**config.mk**
```make
export PLATFORM = sky130hd
export DESIGN_NAME = load_store_unit
export DESIGN_NICKNAME = d
export VERILOG_FILES = /design/src/rtl/load_store_unit_pkg.sv /design/src/rtl/sat_counter8.sv /design/src/rtl/load_store_unit.sv
export SDC_FILE = /design/constraint.sdc
export NUM_CORES = 1
export LEC_CHECK = 0
export CORE_MARGIN = 1
export CORE_UTILIZATION = 55
export DETAILED_ROUTE_END_ITERATION = 10
export DONT_BUFFER_PORTS = 1
export HOLD_SLACK_MARGIN = 0.1
export PLACE_DENSITY_LB_ADDON = 0.08
export SYNTH_ARGS = -nofsm -noshare
export SYNTH_HDL_FRONTEND = slang
export SYNTH_SLANG_ARGS = --single-unit
```
**constraint.sdc**
```tcl
create_clock -name clk -period 1.95 [get_ports clk]
set_clock_uncertainty 0.1 [all_clocks]
set_input_delay 0.39 -clock clk [delete_from_list [all_inputs] [get_ports clk]]
set_output_delay 0.39 -clock clk [all_outputs]
set_load 0.03 [all_outputs]
```
**src/rtl/load_store_unit_pkg.sv**
```systemverilog
// Shared definitions for the load/store unit: FSM state encoding, datapath
// widths and the default data-memory depth.
package load_store_unit_pkg;

  typedef enum logic [1:0] {
    ST_IDLE  = 2'd0,
    ST_ISSUE = 2'd1,
    ST_WAIT  = 2'd2,
    ST_RESP  = 2'd3
  } lsu_state_e;

  localparam int DATA_W            = 8;
  localparam int ADDR_W            = 8;
  localparam int CNT_W             = 8;
  localparam int DEFAULT_MEM_DEPTH = 32;

endpackage

```
**src/rtl/sat_counter8.sv**
```systemverilog
// 8-bit counter that sticks at 255 instead of wrapping; used for debug counts.
module sat_counter8
  import load_store_unit_pkg::*;
(
  input  logic             clk,
  input  logic             rst,
  input  logic             i_inc,
  output logic [CNT_W-1:0] o_count
);

  logic [CNT_W-1:0] r_count;

  always_ff @(posedge clk or posedge rst) begin
    if (rst) begin
      r_count <= '0;
    end else if (i_inc && (r_count != {CNT_W{1'b1}})) begin
      r_count <= r_count + 1'b1;
    end
  end

  assign o_count = r_count;

endmodule

```
**src/rtl/load_store_unit.sv**
```systemverilog
// Single-outstanding load/store sequencer in front of a registered data memory,
// with address range checking and saturating debug counters.
module load_store_unit
  import load_store_unit_pkg::*;
#(
  parameter int MEM_DEPTH    = DEFAULT_MEM_DEPTH,
  parameter int READ_LATENCY = 1
) (
  input  logic              clk,
  input  logic              rst,
  input  logic              req_valid,
  output logic              req_ready,
  input  logic              req_store,
  input  logic [ADDR_W-1:0] req_addr,
  input  logic [DATA_W-1:0] req_wdata,
  output logic              resp_valid,
  input  logic              resp_ready,
  output logic [DATA_W-1:0] resp_data,
  output logic              resp_fault,
  output logic              mem_we,
  output logic [ADDR_W-1:0] mem_addr,
  output logic [DATA_W-1:0] mem_wdata,
  input  logic [DATA_W-1:0] mem_rdata,
  output logic [CNT_W-1:0]  load_count,
  output logic [CNT_W-1:0]  store_count,
  output logic [CNT_W-1:0]  fault_count
);

  // One extra bit so a depth of 256 still compares correctly against 8-bit addresses.
  localparam logic [ADDR_W:0] LP_DEPTH = (ADDR_W+1)'(MEM_DEPTH);
  localparam logic [1:0]      LP_LAT   = 2'(READ_LATENCY);

  lsu_state_e        r_state;
  logic              r_store;
  logic [1:0]        r_lat_cnt;
  logic              r_resp_valid;
  logic              r_resp_fault;
  logic [DATA_W-1:0] r_resp_data;
  logic              r_mem_we;
  logic [ADDR_W-1:0] r_mem_addr;
  logic [DATA_W-1:0] r_mem_wdata;

  logic w_handshake;
  logic w_addr_fault;

  assign req_ready    = (r_state == ST_IDLE) && !rst;
  assign w_addr_fault = ({1'b0, req_addr} >= LP_DEPTH);
  assign w_handshake  = (r_state == ST_RESP) && resp_ready;

  always_ff @(posedge clk or posedge rst) begin
    if (rst) begin
      r_state      <= ST_IDLE;
      r_store      <= 1'b0;
      r_lat_cnt    <= 2'd0;
      r_resp_valid <= 1'b0;
      r_resp_fault <= 1'b0;
      r_resp_data  <= '0;
      r_mem_we     <= 1'b0;
      r_mem_addr   <= '0;
      r_mem_wdata  <= '0;
    end else begin
      case (r_state)
        ST_IDLE: begin
          if (req_valid) begin
            r_store <= req_store;
            if (w_addr_fault) begin
              r_state      <= ST_RESP;
              r_resp_valid <= 1'b1;
              r_resp_fault <= 1'b1;
              r_resp_data  <= '0;
            end else begin
              r_state     <= ST_ISSUE;
              r_mem_addr  <= req_addr;
              r_mem_wdata <= req_wdata;
              // Write enable is registered so it is high for exactly the ISSUE cycle.
              r_mem_we    <= req_store;
            end
          end
        end
        ST_ISSUE: begin
          r_mem_we <= 1'b0;
          if (r_store) begin
            r_state      <= ST_RESP;
            r_resp_valid <= 1'b1;
            r_resp_fault <= 1'b0;
            r_resp_data  <= '0;
          end else begin
            r_state   <= ST_WAIT;
            r_lat_cnt <= LP_LAT;
          end
        end
        ST_WAIT: begin
          r_lat_cnt <= r_lat_cnt - 2'd1;
          if (r_lat_cnt == 2'd1) begin
            r_state      <= ST_RESP;
            r_resp_valid <= 1'b1;
            r_resp_fault <= 1'b0;
            r_resp_data  <= mem_rdata;
          end
        end
        ST_RESP: begin
          if (resp_ready) begin
            r_state      <= ST_IDLE;
            r_resp_valid <= 1'b0;
            r_resp_fault <= 1'b0;
            r_resp_data  <= '0;
          end
        end
        default: r_state <= ST_IDLE;
      endcase
    end
  end

  assign resp_valid = r_resp_valid;
  assign resp_fault = r_resp_fault;
  assign resp_data  = r_resp_data;
  assign mem_we     = r_mem_we;
  assign mem_addr   = r_mem_addr;
  assign mem_wdata  = r_mem_wdata;

  // A faulted request counts only as a fault, never as a load or store.
  sat_counter8 u_load_cnt (
    .clk     (clk),
    .rst     (rst),
    .i_inc   (w_handshake && !r_resp_fault && !r_store),
    .o_count (load_count)
  );

  sat_counter8 u_store_cnt (
    .clk     (clk),
    .rst     (rst),
    .i_inc   (w_handshake && !r_resp_fault && r_store),
    .o_count (store_count)
  );

  sat_counter8 u_fault_cnt (
    .clk     (clk),
    .rst     (rst),
    .i_inc   (w_handshake && r_resp_fault),
    .o_count (fault_count)
  );

endmodule

```
==> results.md <==
* Async SR Flop Fraction at 1.00
* Failing checks: design-rule violations
* CP Capture Type: primary output
* Worst reg2reg path depth at 5
* Crit. Startpoint: r_state[0]
* CP max FO at 5
* Via Count at 1771
* H-Tree Level Count at 2
* Worst-Margin Slew at 0.430 ns
* Final instance area at 3030 sq um
* Final min period at 1.82 ns
* Leak Pwr at 1.42 nW
* Layout Cells excl Fill at 309
* Diodes inserted at 0
* Starting Density at 0.585
* Grt ovf at 0
* Antenna violations before repair at 0
* Cells after Synth at 223
* #FFs+latches synth at 56
* Number of max-cap violations at 0
* Number of buffers on the longest clock path at 2
* Post-Route Setup TNS at 0 ns
* Clock root cell: clkbuf_8
* Core area at 4470 sq um
* Kind of critical path: flip-flop to primary output
* VDD IR-drop max at 0.863 mV
* First-pass GRT wire length at 8240 microns
* CP Data Required Time at 1.46 ns
* CTS buffer count at 5
* Largest net degree at the start of global routing at 41
* Setup Viol. Count Final at 0
* Antenna viol nets, final at 0
* Worst-Skew Late Latency at 0.30 ns
* Number of synthesized flops with an enable pin at 0
* Area growth from synthesis to layout at 15.6%
* PortBufs at 0
* Synth Warn # at 0
* Hold WC Path Type: primary input to flip-flop
* Synth area leader: dfrtp_1
* Final WL at 4890 microns
* WL/cell at 15.8 microns
* CTS tree: built
* Top post-synthesis cells by area: dfrtp_1 (54%), mux2_2 (6.5%), ha_1 (4.3%)
* Residual DRC at 6
* Pwr/cell area at 1550 nW/um^2
* Post-CTS setup buffer count at 0
* Ratio of cells with drive above 1 in the final layout at 0.265
* Dpl hpwl at 3780 microns
* Post-synth top flop: dfrtp_1
* RR Endpoint: u_load_cnt.o_count[7]
* Clock Sinks at 56
* Yosys cell types at 43
* CTS clock-pin slew for the worst setup and hold paths at 0.10 ns
* Most frequent cells in the layout: dfrtp_1 (55), nand2_1 (29), buf_4 (27), mux2_2 (15), inv_1 (11)
* Final worst-path cycle share at 0.934
* Routability-driven placement congestion ratio at 0.821
* Worst r2r src: r_state[1]
* CP endpoint: req_ready
* Final Net Count at 294
* Critical Path AT at 1.33 ns
* Final-report hold violation count at 0
* Iter 0 DRT Violations at 94
* Vias/cell at 5.73
* Post-synthesis sequential area ratio at 0.535
* Commonest non-fill, non-tap cell in the layout: dfrtp_1
* RSZ-0062 raised after global routing: false
* Die Wd at 71.0 microns
* Pre-CTS WS at 0.0396 ns
* Slew margin rel. at 0.714
* Site row count at 24
* Yosys top cell area share at 0.535
* Reg-to-reg slack, setup at 0.15 ns
* Synthesized Nets at 261
* Vias in the first global route at 1828
* Mean post-synth cell area at 11.7 sq um
* Cells after DPL at 298
* Post-Place Cell Area at 2860 sq um
* Synth Cell Area at 2620 sq um
* Boundary pin count at 81
* Outcome: finished, violations left
* All-Layer GR Usage at 0.207
* Startpoint types: flip-flop
* Die area at 5040 sq um
* Height of the die at 71.0 microns
* DR pass1 iterations at 9
* Final worst slack at 0.130 ns
* Max Slew Vio Count at 0
* Fmax at 549 MHz
==> worst max-delay path, stage by stage (launching register included) <==
cell and delay [ns]:
dfrtp_1 0.42, inv_2 0.13, ha_4 0.17, inv_2 0.04, nor2_1 0.09, buf_4 0.16
==> how the worst min path moves through the flow <==
stage | start | to | slack, ns | cells past startpoint
floorplan | r_lat_cnt[1] | r_lat_cnt[1] | 0.35 | 2
global placement | rst | mem_addr[0] | 0.16 | 1
detailed placement | rst | mem_addr[0] | 0.17 | 1
CTS | req_wdata[4] | mem_wdata[4] | 0.10 | 1
global route | mem_rdata[1] | resp_data[1] | 0.11 | 2
finish | mem_rdata[0] | resp_data[0] | 0.11 | 2
==> synthesized netlist by cell type (all sizes together) (4+ instances only) <==
cell,number
a21oi,6
buf,4
dfrtp,56
ha,9
inv,17
mux2,25
mux2i,10
nand2,29
nand2b,4
nand3,6
nand4,6
nor2,7
nor2b,4
xnor2,10
==> timing repair <==
action | 4_1_cts | 5_1_grt
hold buffers | 1 | 2
endpoints found under the hold margin | 16 | 2
resized for setup | 2 | 5
pin swaps | 0 | 0
endpoints found under the setup margin | 1 | 13
==> layout make-up <==
| type | count | area (sq um) |
|---|---|---|
| clock buffers | 5 | 68.8 |
| clock inverters | 3 | 46.3 |
| fillers | 333 | 1450 |
| inverters | 17 | 63.8 |
| multi-input cells | 145 | 1130 |
| flip-flops and latches | 56 | 1400 |
| well taps | 52 | 65.1 |
| repair buffers | 31 | 253 |
==> sequential cells by signal, summed over array words and instances (netlist names) <==
signal	flops
r_lat_cnt	2
u_store_cnt.o_count	8
mem_we	1
mem_addr	8
u_load_cnt.o_count	8
mem_wdata	8
resp_data	8
r_store	1
r_state	2
resp_fault	1
u_fault_cnt.o_count	8
resp_valid	1
==> logic make-up (layout without fill, tap and decap cells) <==
| kind of cell | after synthesis | after routing | synth area share |
|---|---|---|---|
| compound gates | 19 | 19 | 0.0521 |
| xor+xnor | 10 | 10 | 0.0335 |
| fa+ha+maj | 9 | 9 | 0.0430 |
| buf+inv | 22 | 56 | 0.0401 |
| flops | 56 | 56 | 0.535 |
| mux | 35 | 35 | 0.149 |
| simple gates | 72 | 72 | 0.147 |
==> per-layer routing <==
metal,up-vias,track usage,share of wire
met1,863,0.242,0.39
met5,-,0,0
met2,71,0.375,0.53
met4,0,0.0422,0.0037
li1,835,-,-
met3,2,0.0655,0.071
==> report_power, final <==
group | leakage [nW] | internal [mW] | switching [mW] | total [mW]
sequential | 0.723 | 1.53 | 0.764 | 2.30
combinational | 0.643 | 0.765 | 0.875 | 1.64
clock | 0.0548 | 0.387 | 0.372 | 0.759
==> through the flow <==
| step | total power [mW] | hold WS [ns] | utilization |
|---|---|---|---|
| floorplan | 3.46 | 0.350 | - |
| global placement | 3.82 | 0.160 | 0.640 |
| detailed placement | 3.93 | 0.170 | 0.640 |
| CTS | 4.70 | 0.102 | 0.669 |
| global route | 4.97 | 0.108 | 0.676 |
| finish | 4.69 | 0.111 | 0.676 |
No activity file was read; power rests on OpenSTA's default activity.
==> RTL edit 1, RTL diff (same flow settings) <==
Put a register stage on the output `store_count`, cleared by the reset. The value now appears one clock later. The other outputs are not delayed to match.
--- a/src/rtl/load_store_unit.sv
+++ b/src/rtl/load_store_unit.sv
@@ -29,6 +29,8 @@
   // One extra bit so a depth of 256 still compares correctly against 8-bit addresses.
   localparam logic [ADDR_W:0] LP_DEPTH = (ADDR_W+1)'(MEM_DEPTH);
   localparam logic [1:0]      LP_LAT   = 2'(READ_LATENCY);
+
+  logic [CNT_W-1:0] store_count_d;
 
   lsu_state_e        r_state;
   logic              r_store;
@@ -130,7 +132,7 @@
     .clk     (clk),
     .rst     (rst),
     .i_inc   (w_handshake && !r_resp_fault && r_store),
-    .o_count (store_count)
+    .o_count (store_count_d)
   );
 
   sat_counter8 u_fault_cnt (
@@ -140,5 +142,13 @@
     .o_count (fault_count)
   );
 
+  always_ff @(posedge clk or posedge rst) begin
+    if (rst) begin
+      store_count <= '0;
+    end else begin
+      store_count <= store_count_d;
+    end
+  end
+
 endmodule
 
Formal check against the unedited RTL: not equivalent (Yosys sat finds a counterexample within 4 cycles, from zero or initial values and one cycle with rst high).
==> RTL edit 1 against the unedited design <==
  * Sequential share of layout area fell by 1.2 points
  * Final area rose by 17%
  * Wire length rose by 20%
  * Critical endpoint unchanged
  * Setup slack got worse by 85 ps
  * Maximum frequency fell by 4.5%
  * Sequential cell count rose by 8
  * Total power rose by 18%
  * Via count rose by 12%
  * Area after synthesis rose by 7.7%
  * Clock power rose by 50%
==> RTL edit 1: results (changes against the unedited design) <==
Pwr
  • Clock Power Share: 20.6% (+4.4 points)
  • Pint: 3.29 mW (+23%)
  • Leakage power: 1.68 nW (+18%)

Worst setup path
  • R2r endpoint: resp_fault
  • Max stage delay cell, worst path: dfrtp_2
  • Critical path data arrival time: 1420 ps (+90 ps)
  • Max incr delay on CP: 440 ps (+20 ps)
  • R2R Path Start: r_state[0]

Placement
  • RD Place Congestion: 0.848 (+3.3%)
  • Dpl hpwl: 3.97 mm (+5.1%)

STA
  • WHS: 106 ps (-5.77 ps)

Drt
  • Met2 wire length: 2.92 mm (+12%)
  • 1st-pass router iterations: 5 (-4)

Global routing
  • Largest net degree at the start of global routing: 40 (-2.4%)
  • First-pass GRT wire length: 9.47 mm (+15%)
  • GRT Util Overall: 23.9% (+3.3 points)
  • Met1 usage: 26.5% (+2.3 points)
  • GRT met2 Usage: 40.9% (+3.4 points)
  • GR Util met3: 6.86% (+0.31 points)

Finish
  • Nets: 329 (+12%)
  • Layout cells sized above 1: 25.0% (-1.5 points)

Logic synthesis
  • Largest cells by area after synthesis: dfrtp_1, mux2_2, ha_1
  • Library cells used by synthesis: 36 (-16%)
  • Synth Area in Adders: 3.99% (-0.31 points)
  • Mux share of post-synthesis cell area: 12.5% (-2.4 points)
  • Sequential share of the synthesized area: 56.8% (+3.3 points)
  • Syn nets: 275 (+5.4%)
  • Synth Area in XOR/XNOR: 2.48% (-0.86 points)
  • Compound-Gate Fraction of Synth Area: 6.43% (+1.2 points)

Clocking
  • Worst-Skew Late Latency: 330 ps (+30 ps)
  • Setup bufs post-CTS: 4 (+4)
  • Clk slew on worst S/H paths: 70 ps (-30 ps)
  • Cts repair resizes: 8 (+6)

Status
  • Status: finished clean
-- RTL edit 1: through the flow --
stage / cells / area, µm² / util [%] / setup slack [ps]
after detailed placement: 321 / 3050 / 63.4 / -49.8
final: 363 / 3550 / 73.7 / 44.7
after global placement: 321 / 3050 / 63.4 / 115
after global routing: 363 / 3550 / 73.7 / -3.33
after floorplan: 237 / 2820 / - / 96.3
after CTS: 355 / 3440 / 71.4 / 7.85
-- RTL edit 1: cell type report --
cell class | instances | area (µm²)
clock buffer | 13 | 159
tap | 67 | 83.8
clock inverter | 3 | 40.0
sequential | 64 | 1600
fill | 339 | 1260
timing repair buffer | 48 | 435
multi-input combinational | 150 | 1160
inverter | 18 | 73.8
-- RTL edit 1: how the worst max path moves through the flow --
stage	from	end	slack (ps)	depth (start not counted)
finish	r_state[0]	req_ready	40	5
global route	r_state[0]	req_ready	-3	5
CTS	r_state[0]	req_ready	8	5
detailed placement	r_state[0]	resp_fault	-50	6
global placement	r_state[0]	resp_fault	110	6
floorplan	r_state[0]	resp_fault	100	6
==> RTL edit 2, RTL diff (config.mk and constraints unchanged) <==
Without the edit above. The package constant `ADDR_W` goes from 8 to 10.
--- a/src/rtl/load_store_unit_pkg.sv
+++ b/src/rtl/load_store_unit_pkg.sv
@@ -10,7 +10,7 @@
   } lsu_state_e;
 
   localparam int DATA_W            = 8;
-  localparam int ADDR_W            = 8;
+  localparam int ADDR_W            = 10;
   localparam int CNT_W             = 8;
   localparam int DEFAULT_MEM_DEPTH = 32;
 
Ports: changed (resized mem_addr and req_addr); port bits go from 81 to 85. The function was not compared with the original's and may differ.
==> RTL edit 2 against the unedited design <==
  * Critical endpoint is now u_store_cnt.o_count[7]
  * Highest routed layer unchanged
  * Wire length increased by 12%
  * Final area increased by 11%
  * Hold slack improved by 0.81 ps
  * Sequential cell count increased by 2
  * Total power decreased by 4.2%
  * Area after synthesis increased by 3.1%
  * Setup slack got worse by 35 ps
  * Critical path type is now register to register
  * Largest cell class unchanged
==> RTL edit 2: results (changes against the unedited design) <==
Logic synthesis
  • Compound-Gate Fraction of Synth Area: 6.17% (+0.96 points)
  • Largest cells by area after synthesis: dfrtp_1, mux2_2, ha_1
  • Library cells used by synthesis: 40 (-7.0%)
  • Mux share of post-synthesis cell area: 14.7% (-0.17 points)
  • Syn nets: 276 (+5.7%)
  • Synth Area in Adders: 4.17% (-0.13 points)
  • Synth Area in XOR/XNOR: 1.95% (-1.4 points)
  • Average cell area after synthesis: 11.4 µm² (-2.6%)
  • Sequential share of the synthesized area: 53.8% (+0.24 points)

Global routing
  • Number of global-route vias before repair: 2077 (+14%)
  • GR Util met3: 8.89% (+2.3 points)
  • First-pass GRT wire length: 8.87 mm (+7.6%)
  • GRT Util Overall: 22.8% (+2.1 points)
  • Met1 usage: 24.3% (+0.087 points)
  • Largest net degree at the start of global routing: 39 (-4.9%)
  • GRT met2 Usage: 39.8% (+2.3 points)

Pwr
  • Sequential fraction of design power: 41.9% (-7.0 points)
  • Design Power: 4.50 mW (-4.2%)
  • Comb pwr share: 37.2% (+2.3 points)
  • IR drop worst, VDD: 0.000807 V (-6.6%)
  • Leakage power: 1.59 nW (+12%)
  • Pint: 2.75 mW (+2.5%)

Placement
  • Post-Place Setup Slack: -28.3 ps (-67.8 ps)
  • Dpl hpwl: 3.92 mm (+3.8%)
  • PortBufs: 0 (unchanged)
  • Placed insts: 327 (+9.7%)
  • RD Place Congestion: 0.845 (+2.9%)

Drt
  • Met3 WL: 416 µm (+20%)
  • Routed wire per std cell: 15.4 µm (-3.0%)
  • DR vias: 1965 (+11%)
  • 1st-pass router iterations: 4 (-5)
  • Routed wire length: 5.50 mm (+12%)
  • Metal1 wirelength: 2.16 mm (+12%)
  • Highest Signal Layer: met4
  • Met2 wire length: 2.82 mm (+8.6%)

STA
  • Relative slew slack: 70.1% (-1.3 points)

Worst setup path
  • Critical path data arrival time: 1960 ps (+630 ps)
  • Max incr delay on CP: 400 ps (-20 ps)

Finish
  • Layout cells sized above 1: 28.2% (+1.7 points)

Clocking
  • Worst-Skew Late Latency: 330 ps (+30 ps)
  • CTS H-tree depth: 3 (+1)
  • Clk slew on worst S/H paths: 60 ps (-40 ps)
  • CTS max path bufs: 2 (unchanged)
  • Total CTS buffers: 9 (+4)

Status
  • Status: finished clean

Hold path
  • HP Class: primary input to register
RTL edit 2: changes by cell type after synthesis, sizes merged, moves of 3 or more:
| cell | change |
|---|---|
| xnor2 | -5 |
| a21oi | -3 |
| o21ai | +4 |
| nor2 | +3 |
| nand2 | -4 |
| inv | +3 |
| a31oi | +4 |
RTL edit 2: path summary, 6_finish.rpt:
check                                         endpoint  slack, ps  cells after the start          from
worst max-delay path            u_store_cnt.o_count[7]         90                      5    r_state[0]
worst min-delay path                      resp_data[5]        110                      2  mem_rdata[5]
worst max register to register  u_store_cnt.o_count[7]         90                      5    r_state[0]
worst min register to register            r_lat_cnt[1]        390                      2  r_lat_cnt[1]
max in group asynchronous                 r_lat_cnt[1]        760                      3           rst
min in group asynchronous                 mem_wdata[2]        430                      2           rst
RTL edit 2: what timing repair did:
action / 4_1_cts / 5_1_grt
endpoints found under the hold margin: 29 / 4
buffers inserted: 0 / 2
setup endpoints to repair: 1 / 18
hold buffers: 10 / 4
gates resized for setup: 2 / 4
RTL edit 2: cells by family (layout without fill, tap and decap cells):
logic type                 count (synthesis)  in the layout
xor gates and xnor gates                   6              6
and+or+nand+nor                           76             76
DFF                                       58             58
adders and majority gates                  9              9
muxes                                     36             36
AOI/OAI and AO/OA                         25             25
buffers and inverters                     26             81
RTL edit 2: critical path: cells and delay by family (launching register included):
family                   cells  cell delay, ps
adder cells (fa/ha/maj)      1             230
AND/OR/NAND/NOR              3             660
flip-flops                   1             400
multiplexers                 1             350
RTL edit 2: cell type report:
cell class	count	area [µm²]	area share, %
clock buffer	12	155	4.64
clock inverter	3	15.0	0.449
inverter	20	75.1	2.24
multi-input combinational	152	1150	34.3
sequential	58	1450	43.4
tap	67	83.8	2.51
timing repair buffer	46	418	12.5
